File: config.mk
export PLATFORM = sky130hd
export DESIGN_NAME = reg_read_arbiter
export DESIGN_NICKNAME = d
export VERILOG_FILES = /design/src/rtl/reg_arb_pkg.sv /design/src/rtl/reg_read_arbiter_rr_picker.sv /design/src/rtl/reg_read_arbiter.sv
export SDC_FILE = /design/constraint.sdc
export NUM_CORES = 1
export LEC_CHECK = 0
export CAP_MARGIN = 30
export CORE_MARGIN = 2
export CORE_UTILIZATION = 39
export CTS_CLUSTER_DIAMETER = 30
export CTS_CLUSTER_SIZE = 8
export DETAILED_ROUTE_END_ITERATION = 10
export PLACE_DENSITY = 0.86
export SYNTH_ARGS = -nofsm -noshare
export SYNTH_HDL_FRONTEND = slang
export SYNTH_SLANG_ARGS = --single-unit
File: constraint.sdc
create_clock -name CLK -period 1.82 [get_ports CLK]
set_input_delay 0.455 -clock CLK [delete_from_list [all_inputs] [get_ports CLK]]
set_output_delay 0.455 -clock CLK [all_outputs]
set_load 0.005 [all_outputs]
File: src/rtl/reg_arb_pkg.sv
// Shared types and constants for the register-file read-port arbiter.
package reg_arb_pkg;

  localparam int NREQ       = 4;
  localparam int DATA_W_DEF = 16;

  typedef logic [1:0] reg_idx_t;

  typedef enum logic [1:0] {
    IDLE = 2'd0,
    READ = 2'd1,
    DONE = 2'd2
  } arb_state_e;

  function automatic logic [NREQ-1:0] idx_to_onehot(input reg_idx_t idx);
    idx_to_onehot = {{(NREQ-1){1'b0}}, 1'b1} << idx;
  endfunction

endpackage

File: src/rtl/reg_read_arbiter_rr_picker.sv
// Rotating-priority encoder: first eligible requester after the pointer wins.
module rr_picker
  import reg_arb_pkg::*;
(
  input  logic [NREQ-1:0] eligible,
  input  reg_idx_t        ptr,
  output logic [NREQ-1:0] winner_oh,
  output reg_idx_t        winner_idx,
  output logic            any_valid
);

  logic [NREQ-1:0] rot_s;
  reg_idx_t        offset_s;

  // Rotate the mask so bit 0 is the requester just after the pointer, then pick the lowest set bit.
  always_comb begin
    rot_s = {NREQ{1'b0}};
    for (int k = 0; k < NREQ; k++) begin
      rot_s[k] = eligible[reg_idx_t'(ptr + reg_idx_t'(k) + 2'd1)];
    end
    if (rot_s[0]) begin
      offset_s = 2'd0;
    end else if (rot_s[1]) begin
      offset_s = 2'd1;
    end else if (rot_s[2]) begin
      offset_s = 2'd2;
    end else begin
      offset_s = 2'd3;
    end
    any_valid  = |rot_s;
    winner_idx = ptr + offset_s + 2'd1;
    if (any_valid) begin
      winner_oh = idx_to_onehot(winner_idx);
    end else begin
      winner_oh = {NREQ{1'b0}};
    end
  end

endmodule

File: src/rtl/reg_read_arbiter.sv
// Round-robin arbiter sharing one register-file read port among four requesters.
// Optional burst lock with hold limit is enabled by defining REG_ARB_LOCK_EN.
module reg_read_arbiter
  import reg_arb_pkg::*;
#(
  parameter int DATA_W = DATA_W_DEF
`ifdef REG_ARB_LOCK_EN
  , parameter int MAX_HOLD = 4
`endif
) (
  input  logic                CLK,
  input  logic                RST_N,
  input  logic [NREQ-1:0]     Req,
  input  logic [2*NREQ-1:0]   ReqAddr,
`ifdef REG_ARB_LOCK_EN
  input  logic [NREQ-1:0]     Lock,
`endif
  input  logic [DATA_W-1:0]   THE_REG,
  output logic [1:0]          Select,
  output logic [NREQ-1:0]     Grant,
  output logic [DATA_W-1:0]   RdData,
  output logic [NREQ-1:0]     RdValid,
  output logic                Busy
);

  arb_state_e        state_r, state_s;
  reg_idx_t          ptr_r, gidx_r, select_r;
  logic [NREQ-1:0]   grant_r, rdvalid_r;
  logic [DATA_W-1:0] rddata_r;
  logic              busy_r;

  logic [NREQ-1:0]   eligible_s, pick_oh_s, win_oh_s;
  reg_idx_t          pick_idx_s, win_idx_s, win_addr_s;
  logic              pick_any_s, win_any_s, arb_en_s;

  // The requester just served still holds Req during DONE, so its RdValid masks it.
  assign eligible_s = Req & ~rdvalid_r;
  assign arb_en_s   = (state_r == IDLE) || (state_r == DONE);

  rr_picker u_picker (
    .eligible   (eligible_s),
    .ptr        (ptr_r),
    .winner_oh  (pick_oh_s),
    .winner_idx (pick_idx_s),
    .any_valid  (pick_any_s)
  );

`ifdef REG_ARB_LOCK_EN
  localparam int HOLD_W = $clog2(MAX_HOLD + 1);

  logic [HOLD_W-1:0] hold_r;
  logic              lock_win_s;

  // A locked, still-requesting requester keeps the port until its hold budget runs out.
  always_comb begin
    lock_win_s = (state_r == DONE) && Lock[ptr_r] && Req[ptr_r] &&
                 (hold_r < HOLD_W'(MAX_HOLD));
    if (lock_win_s) begin
      win_oh_s  = idx_to_onehot(ptr_r);
      win_idx_s = ptr_r;
      win_any_s = 1'b1;
    end else begin
      win_oh_s  = pick_oh_s;
      win_idx_s = pick_idx_s;
      win_any_s = pick_any_s;
    end
  end

  // Count consecutive lock-extended grants; any rotation grant restarts the count at one.
  always_ff @(posedge CLK or negedge RST_N) begin
    if (!RST_N) begin
      hold_r <= {HOLD_W{1'b0}};
    end else if (arb_en_s && win_any_s) begin
      if (lock_win_s) begin
        hold_r <= hold_r + {{(HOLD_W-1){1'b0}}, 1'b1};
      end else begin
        hold_r <= {{(HOLD_W-1){1'b0}}, 1'b1};
      end
    end
  end
`else
  // Pure round-robin: the picker result is the winner.
  always_comb begin
    win_oh_s  = pick_oh_s;
    win_idx_s = pick_idx_s;
    win_any_s = pick_any_s;
  end
`endif

  assign win_addr_s = ReqAddr[{win_idx_s, 1'b0} +: 2];

  // Next-state logic.
  always_comb begin
    state_s = state_r;
    case (state_r)
      IDLE: begin
        if (win_any_s) state_s = READ;
        else           state_s = IDLE;
      end
      READ: state_s = DONE;
      DONE: begin
        if (win_any_s) state_s = READ;
        else           state_s = IDLE;
      end
      default: state_s = IDLE;
    endcase
  end

  // State register and registered busy flag.
  always_ff @(posedge CLK or negedge RST_N) begin
    if (!RST_N) begin
      state_r <= IDLE;
      busy_r  <= 1'b0;
    end else begin
      state_r <= state_s;
      busy_r  <= (state_s != IDLE);
    end
  end

  // Grant/select launch on arbitration; data capture and pointer update at end of READ.
  always_ff @(posedge CLK or negedge RST_N) begin
    if (!RST_N) begin
      grant_r   <= {NREQ{1'b0}};
      select_r  <= 2'd0;
      gidx_r    <= 2'd0;
      ptr_r     <= 2'd3;
      rddata_r  <= {DATA_W{1'b0}};
      rdvalid_r <= {NREQ{1'b0}};
    end else begin
      case (state_r)
        IDLE, DONE: begin
          rdvalid_r <= {NREQ{1'b0}};
          if (win_any_s) begin
            grant_r  <= win_oh_s;
            select_r <= win_addr_s;
            gidx_r   <= win_idx_s;
          end else begin
            grant_r  <= {NREQ{1'b0}};
          end
        end
        READ: begin
          rddata_r  <= THE_REG;
          rdvalid_r <= grant_r;
          grant_r   <= {NREQ{1'b0}};
          ptr_r     <= gidx_r;
        end
        default: begin
          grant_r   <= {NREQ{1'b0}};
          rdvalid_r <= {NREQ{1'b0}};
        end
      endcase
    end
  end

  assign Select  = select_r;
  assign Grant   = grant_r;
  assign RdData  = rddata_r;
  assign RdValid = rdvalid_r;
  assign Busy    = busy_r;

endmodule

Yosys cells after proc, flatten, opt, wreduce, memory -nomap -nowiden
Index checks and enable logic that the tools add are counted.
{"block": "totals", "output_inout_bits": 27, "register_bits": 33}
{"block": "classes", "n_eq_ne": 2, "n_bitwise": 2, "n_addsub": 8, "reduce_logical": 5, "shift": 2, "muxes": 16, "n_lt_le_gt_ge": 4}
{"operator": "$lt 2x3->1 const B", "count": 4}
{"operator": "$mux 4", "count": 3}
{"operator": "$add 2x1->2 const B", "count": 5}
{"operator": "$bmux 1 s2", "count": 4}
{"operator": "$shiftx 8x4->2", "count": 1}
{"operator": "$mux 1", "count": 6}
{"operator": "$add 2x2->2 const B", "count": 2}
{"operator": "$and 4x4->4", "count": 1}
{"operator": "$mux 2", "count": 2}
{"operator": "$not 4->4", "count": 1}
{"operator": "$pmux 2 s2", "count": 1}
{"operator": "$reduce_or 4->1", "count": 1}
{"operator": "$shl 1x2->4 const A", "count": 1}
{"operator": "$add 2x2->2", "count": 1}
{"operator": "$eq 2x1->1 const B", "count": 1}
{"operator": "$eq 2x2->1 const B", "count": 1}
{"operator": "$logic_not 2->1", "count": 1}
{"operator": "$reduce_and 2->1", "count": 1}
{"operator": "$reduce_bool 2->1", "count": 1}
{"operator": "$reduce_or 2->1", "count": 1}

Logic depth before layout (Yosys ltp)
{"block": "depth", "ltp_word": 12, "ltp_mapped": 10, "mapped_depth_nobuf": 10}

Modules after synthesis
Synthesis repeated with hierarchy kept, for this count alone.
{"block": "hier_totals", "cells_unflattened": 111, "area_unflattened_um2": 1483.9}
{"module": "reg_read_arbiter", "seq_area_each_um2": 828.3, "cells_per_inst": 76, "instances": 1, "area_per_inst_um2": 1241.2}
{"module": "rr_picker", "seq_area_each_um2": 0.0, "cells_per_inst": 35, "instances": 1, "area_per_inst_um2": 242.7}

Worst setup path before layout
No wires, ideal clock.
{"block": "synth_timing", "kind": "input to register", "from": "input Req[0]", "to": "register select_r[0] (netlist: Select[0])", "stages": 7, "t_required_ps": 1685, "arrival_time_ps": 1940, "slack_ps": -255, "setup_ps": 135, "cell_sequence": "or2b_1 -> o31ai_1 -> a21oi_1 -> ha_1 -> buf_2 -> a2111oi_0 -> o31ai_1"}
{"block": "synth_between", "elab_chain_cells": 9, "word_cells_on_any_way": 17, "cone_classes": "2 x add/sub; 1 x shift; 11 x mux; 1 x bitwise; 2 x reduce/logical"}
{"item": "start, declared", "line_no": "reg_read_arbiter.sv:13", "rtl": "input logic [NREQ-1:0] Req,"}
{"item": "$and 4x4->4 *", "line_no": "reg_read_arbiter.sv:37", "rtl": "assign eligible_s = Req & ~rdvalid_r;"}
{"item": "$bmux 1 s2", "line_no": "reg_read_arbiter_rr_picker.sv:19", "rtl": "rot_s[k] = eligible[reg_idx_t'(ptr + reg_idx_t'(k) + 2'd1)];"}
{"item": "$mux 1 (implied by the code)", "line_no": "reg_read_arbiter_rr_picker.sv:19"}
{"item": "$mux 1", "line_no": "reg_read_arbiter_rr_picker.sv:25", "rtl": "end else if (rot_s[2]) begin"}
{"item": "$mux 2", "line_no": "reg_read_arbiter_rr_picker.sv:23", "rtl": "end else if (rot_s[1]) begin"}
{"item": "$mux 2", "line_no": "reg_read_arbiter_rr_picker.sv:21", "rtl": "if (rot_s[0]) begin"}
{"item": "$add 2x2->2", "line_no": "reg_read_arbiter_rr_picker.sv:31", "rtl": "winner_idx = ptr + offset_s + 2'd1;"}
{"item": "$add 2x1->2", "line_no": "reg_read_arbiter_rr_picker.sv:31"}
{"item": "$shiftx 8x4->2", "line_no": "reg_read_arbiter.sv:90", "rtl": "assign win_addr_s = ReqAddr[{win_idx_s, 1'b0} +: 2];"}
{"item": "end signal, assigned", "line_no": "reg_read_arbiter.sv:135", "rtl": "select_r <= win_addr_s;"}
{"item": "end, declared", "line_no": "reg_read_arbiter.sv:27", "rtl": "reg_idx_t ptr_r, gidx_r, select_r;"}
Every way passes the cells marked *; elsewhere a longest branch is shown, timed or not. The select of a mux whose other input is x is not followed.
A chain may end at the register's enable or synchronous reset.

Worst setup path after layout
{"block": "layout_timing", "from": "register rdvalid_r[3] (netlist: RdValid[3])", "to": "register select_r[1] (netlist: Select[1])"}
{"block": "layout_between", "elab_chain_cells": 10, "word_cells_on_any_way": 18, "cone_classes": "2 x add/sub; 1 x shift; 11 x mux; 2 x bitwise; 2 x reduce/logical"}
{"item": "start, declared", "line_no": "reg_read_arbiter.sv:28", "rtl": "logic [NREQ-1:0] grant_r, rdvalid_r;"}
{"item": "start signal, assigned", "line_no": "reg_read_arbiter.sv:128", "rtl": "rdvalid_r <= {NREQ{1'b0}};"}
{"item": "start signal, assigned", "line_no": "reg_read_arbiter.sv:132", "rtl": "rdvalid_r <= {NREQ{1'b0}};"}
{"item": "start signal, assigned", "line_no": "reg_read_arbiter.sv:143", "rtl": "rdvalid_r <= grant_r;"}
{"item": "$not 4->4 *", "line_no": "reg_read_arbiter.sv:37"}
{"item": "$and 4x4->4 *", "line_no": "reg_read_arbiter.sv:37"}
{"item": "$bmux 1 s2", "line_no": "reg_read_arbiter_rr_picker.sv:19"}
{"item": "$mux 1 (implied by the code)", "line_no": "reg_read_arbiter_rr_picker.sv:19"}
{"item": "$mux 1", "line_no": "reg_read_arbiter_rr_picker.sv:25"}
{"item": "$mux 2", "line_no": "reg_read_arbiter_rr_picker.sv:23"}
{"item": "$mux 2", "line_no": "reg_read_arbiter_rr_picker.sv:21"}
{"item": "$add 2x2->2", "line_no": "reg_read_arbiter_rr_picker.sv:31"}
{"item": "$add 2x1->2", "line_no": "reg_read_arbiter_rr_picker.sv:31"}
{"item": "$shiftx 8x4->2", "line_no": "reg_read_arbiter.sv:90"}
Marked as above.

==> flow_summary.ini <==
[drt]
met1_length_um = 1530
wl_met2_um = 2240
drcViolationCount = 0
vias_per_cell = 5.11
wirelength_um = 4220
drtPass1Iterations = 4
postRouteAntennaNets = 0
first_iter_violations = 80
dr_wl_met3_um = 391
top_layer = met4
wire_per_inst_um = 16.8
vias = 1288

[floorplan]
die_y_um = 65.4
start_util = 0.405
fp.dieW_um = 65.4
row_count = 22
coreArea_um2 = 3630
die_area_um2 = 4280
io_pins = 57

[synthesis]
synthTopCellsByArea = dfrtp_1, mux2_2, dfstp_2, nor2b_1, nand2_1
ys.flop_type = dfrtp_1
yosysTopAreaCellShare = 0.527
synthTopCellsByCount = dfrtp_1, mux2_2, nand2_1, nor2b_1, o21ai_0
postSynthCellCount = 121
synth_top_cell_by_area = dfrtp_1
syn_area_um2 = 1470
synth_seq_area_share = 0.563
yosysUniqueCellTypes = 35
yosysWarnings = 0
synth.most_common_cell = dfrtp_1
synth_nets = 152
synth_edf_count = 0
async_flop_share = 1.00
ys_seq_elements = 33
postSynthAreaPerCell_um2 = 12.2

[setup_path]
end_kind = register
reg2reg_slack_ps = -230
worstReg2RegEnd = Select[1]
crit_cells = 10
critPathTopFamily = compound AO/OA/AOI/OAI gates
crit_path_end = Select[1]
worstPathRequired_ps = 1980
cpMaxStageDelayCell = dfrtp_1
reg2regPathDepth = 10
max_stage_delay_ps = 410
crit_start = RdValid[3]
worstPathMaxFanout = 3
crit_chain = nor3b_2 > buf_4 > o2bb2ai_2 > o21ai_2 > a21oi_2 > ha_4 > inv_4 > nand4_1 > a221oi_2 > o31ai_1
path_buf_inv = 2
crit_arrival_ps = 2210
timing.rr.start = RdValid[3]
path_class = register to register
worst_setup_path_start_kind = register

[power_and_ir_drop]
power.density_nw_per_um2 = 1840
power_switching_uw = 1580
power_frac_seq = 0.270
p_leak_uw = 0.00107
clockPowerShare = 0.171
swShare = 0.334
vdd_drop_max_uv = 1090
intPower_uw = 3140
combPwrFrac = 0.559

[grt]
grt_start_max_net_pins = 34
grt_pass1_wl_um = 6870
grt_overflow_total = 0
antenna_found_initial = 0
grt_pass1_vias = 1451
grt.total_usage = 0.218

[sta]
finalCriticalPeriod_ps = 2050
slew_viol_final = 0
final.period_utilization = 1.13
relSlewSlack = 0.696
rsz0062_at_grt = true
setup_tns_ps = -1380
timing.final.ws_setup_ps = -233
worst_slew_pin_slew_ps = 454
setup_viol = 8
finalHoldViolCount = 0
fmaxAchievable_mhz = 487
clock_skew_ps = 3.68

[clock_tree]
hold_buffers = 0
clk_pin_slew_ps = 70
cts_root_buf = clkbuf_8
clkLatencyLatePin_ps = 280
cts.path.max_buffers = 2
cts_buffers = 5
clkSinkCount = 33
cts_tree = built
htree_levels = 2

[placed_design]
port_buffers = 56
dp_slack_ps = -795
gp_routability_congestion = 0.834
hpwl_um = 2830

[min_path]
hold_path.class = register to register
min_from = Grant[1]

[run_status]
outcome = finished with violations
violations = negative setup slack

[final_layout]
nets = 234
area_growth_pct = 74.3
drive_above_1_share = 0.392
antenna_cells = 0
nFillCells = 256

[job]
maxCapViolations = 0
==> power by group through the flow <==
stage / combinational, µW / sequential, µW / clock, µW
3_5_place_dp: 2080 / 1280 / 0
4_1_cts: 2580 / 1280 / 823
3_3_place_gp: 1990 / 1250 / 0
2_1_floorplan: 1120 / 1240 / 0
5_1_grt: 2820 / 1320 / 869
6_report: 2640 / 1280 / 807
==> state kept, by name (all words and copies together), names as in the netlist <==
| register | flops |
|---|---|
| Busy | 1 |
| Grant | 4 |
| RdData | 16 |
| RdValid | 4 |
| Select | 2 |
| gidx_r | 2 |
| ptr_r | 2 |
| state_r | 2 |
==> stage by stage <==
stage / area (µm²) / util / cells / power (µW) / hold WS [ps]
2_1_floorplan: 1510 / - / 121 / 2370 / 159
3_3_place_gp: 2250 / 0.619 / 238 / 3240 / 463
3_5_place_dp: 2250 / 0.619 / 238 / 3360 / 471
4_1_cts: 2560 / 0.704 / 252 / 4680 / 493
5_1_grt: 2560 / 0.706 / 252 / 5000 / 503
6_report: 2560 / 0.706 / 252 / 4720 / 487
==> worst register-to-register path, cell delays in order (launching register included) <==
cell	delay, ps
dfrtp_1	410
nor3b_2	220
buf_4	160
o2bb2ai_2	70
o21ai_2	140
a21oi_2	60
ha_4	200
inv_4	70
nand4_1	190
a221oi_2	290
o31ai_1	110
==> kinds of logic after synthesis <==
| logic type | Yosys count | synth area share |
|---|---|---|
| AOI/OAI and AO/OA | 22 | 0.114 |
| muxes | 17 | 0.130 |
| adders and majority gates | 1 | 0.00850 |
| DFF | 33 | 0.563 |
| and+or+nand+nor | 37 | 0.147 |
| buffers and inverters | 11 | 0.0374 |
==> layout by cell type, fill, tap and decap left out, types with 2 or more instances in the layout <==
cell type / instances
buf_6: 7
and2_1: 4
a221oi_2: 3
bufinv_16: 2
dlygate4sd2_1: 4
clkdlybuf4s50_1: 52
o31ai_1: 2
inv_1: 3
a21oi_2: 2
nor2_1: 2
nor2b_1: 6
dfrtp_1: 31
dfstp_2: 2
nor2_2: 2
nand4_1: 2
o21ai_2: 2
nor3b_2: 2
mux2_2: 17
buf_4: 18
o21ai_0: 2
nand2_1: 7
clkbuf_8: 5
nor3_2: 2
==> repair_timing <==
| item | 4_1_cts | 5_1_grt |
|---|---|---|
| cloned | 0 | 0 |
| setup endpoints to repair | 8 | 8 |
| pin swaps | 15 | 5 |
| resized for setup | 36 | 2 |
| setup buffers | 6 | 0 |
==> metal layers <==
layer,vias up,global-route usage
li1,592,-
met1,628,0.221
met2,62,0.386
met3,6,0.0942
met4,0,0.0990
met5,-,0
==> worst min-delay path by stage <==
stage,cells after the start,to
6_report,1,RdValid[1]
5_1_grt,1,RdValid[2]
3_5_place_dp,2,gidx_r[1]
2_1_floorplan,0,Busy
3_3_place_gp,2,Select[0]
4_1_cts,2,gidx_r[0]
==> area by class of cell <==
type                    count  area (µm²)  area share
flip-flops and latches     33         828       0.323
clock buffers               5        68.8      0.0268
inverters                   4        17.5     0.00683
well taps                  48        60.1      0.0234
multi-input cells          77         736       0.287
repair buffers             82         790       0.308
clock inverters             3        65.1      0.0254
Note: power is estimated with default switching activity, not from simulation.
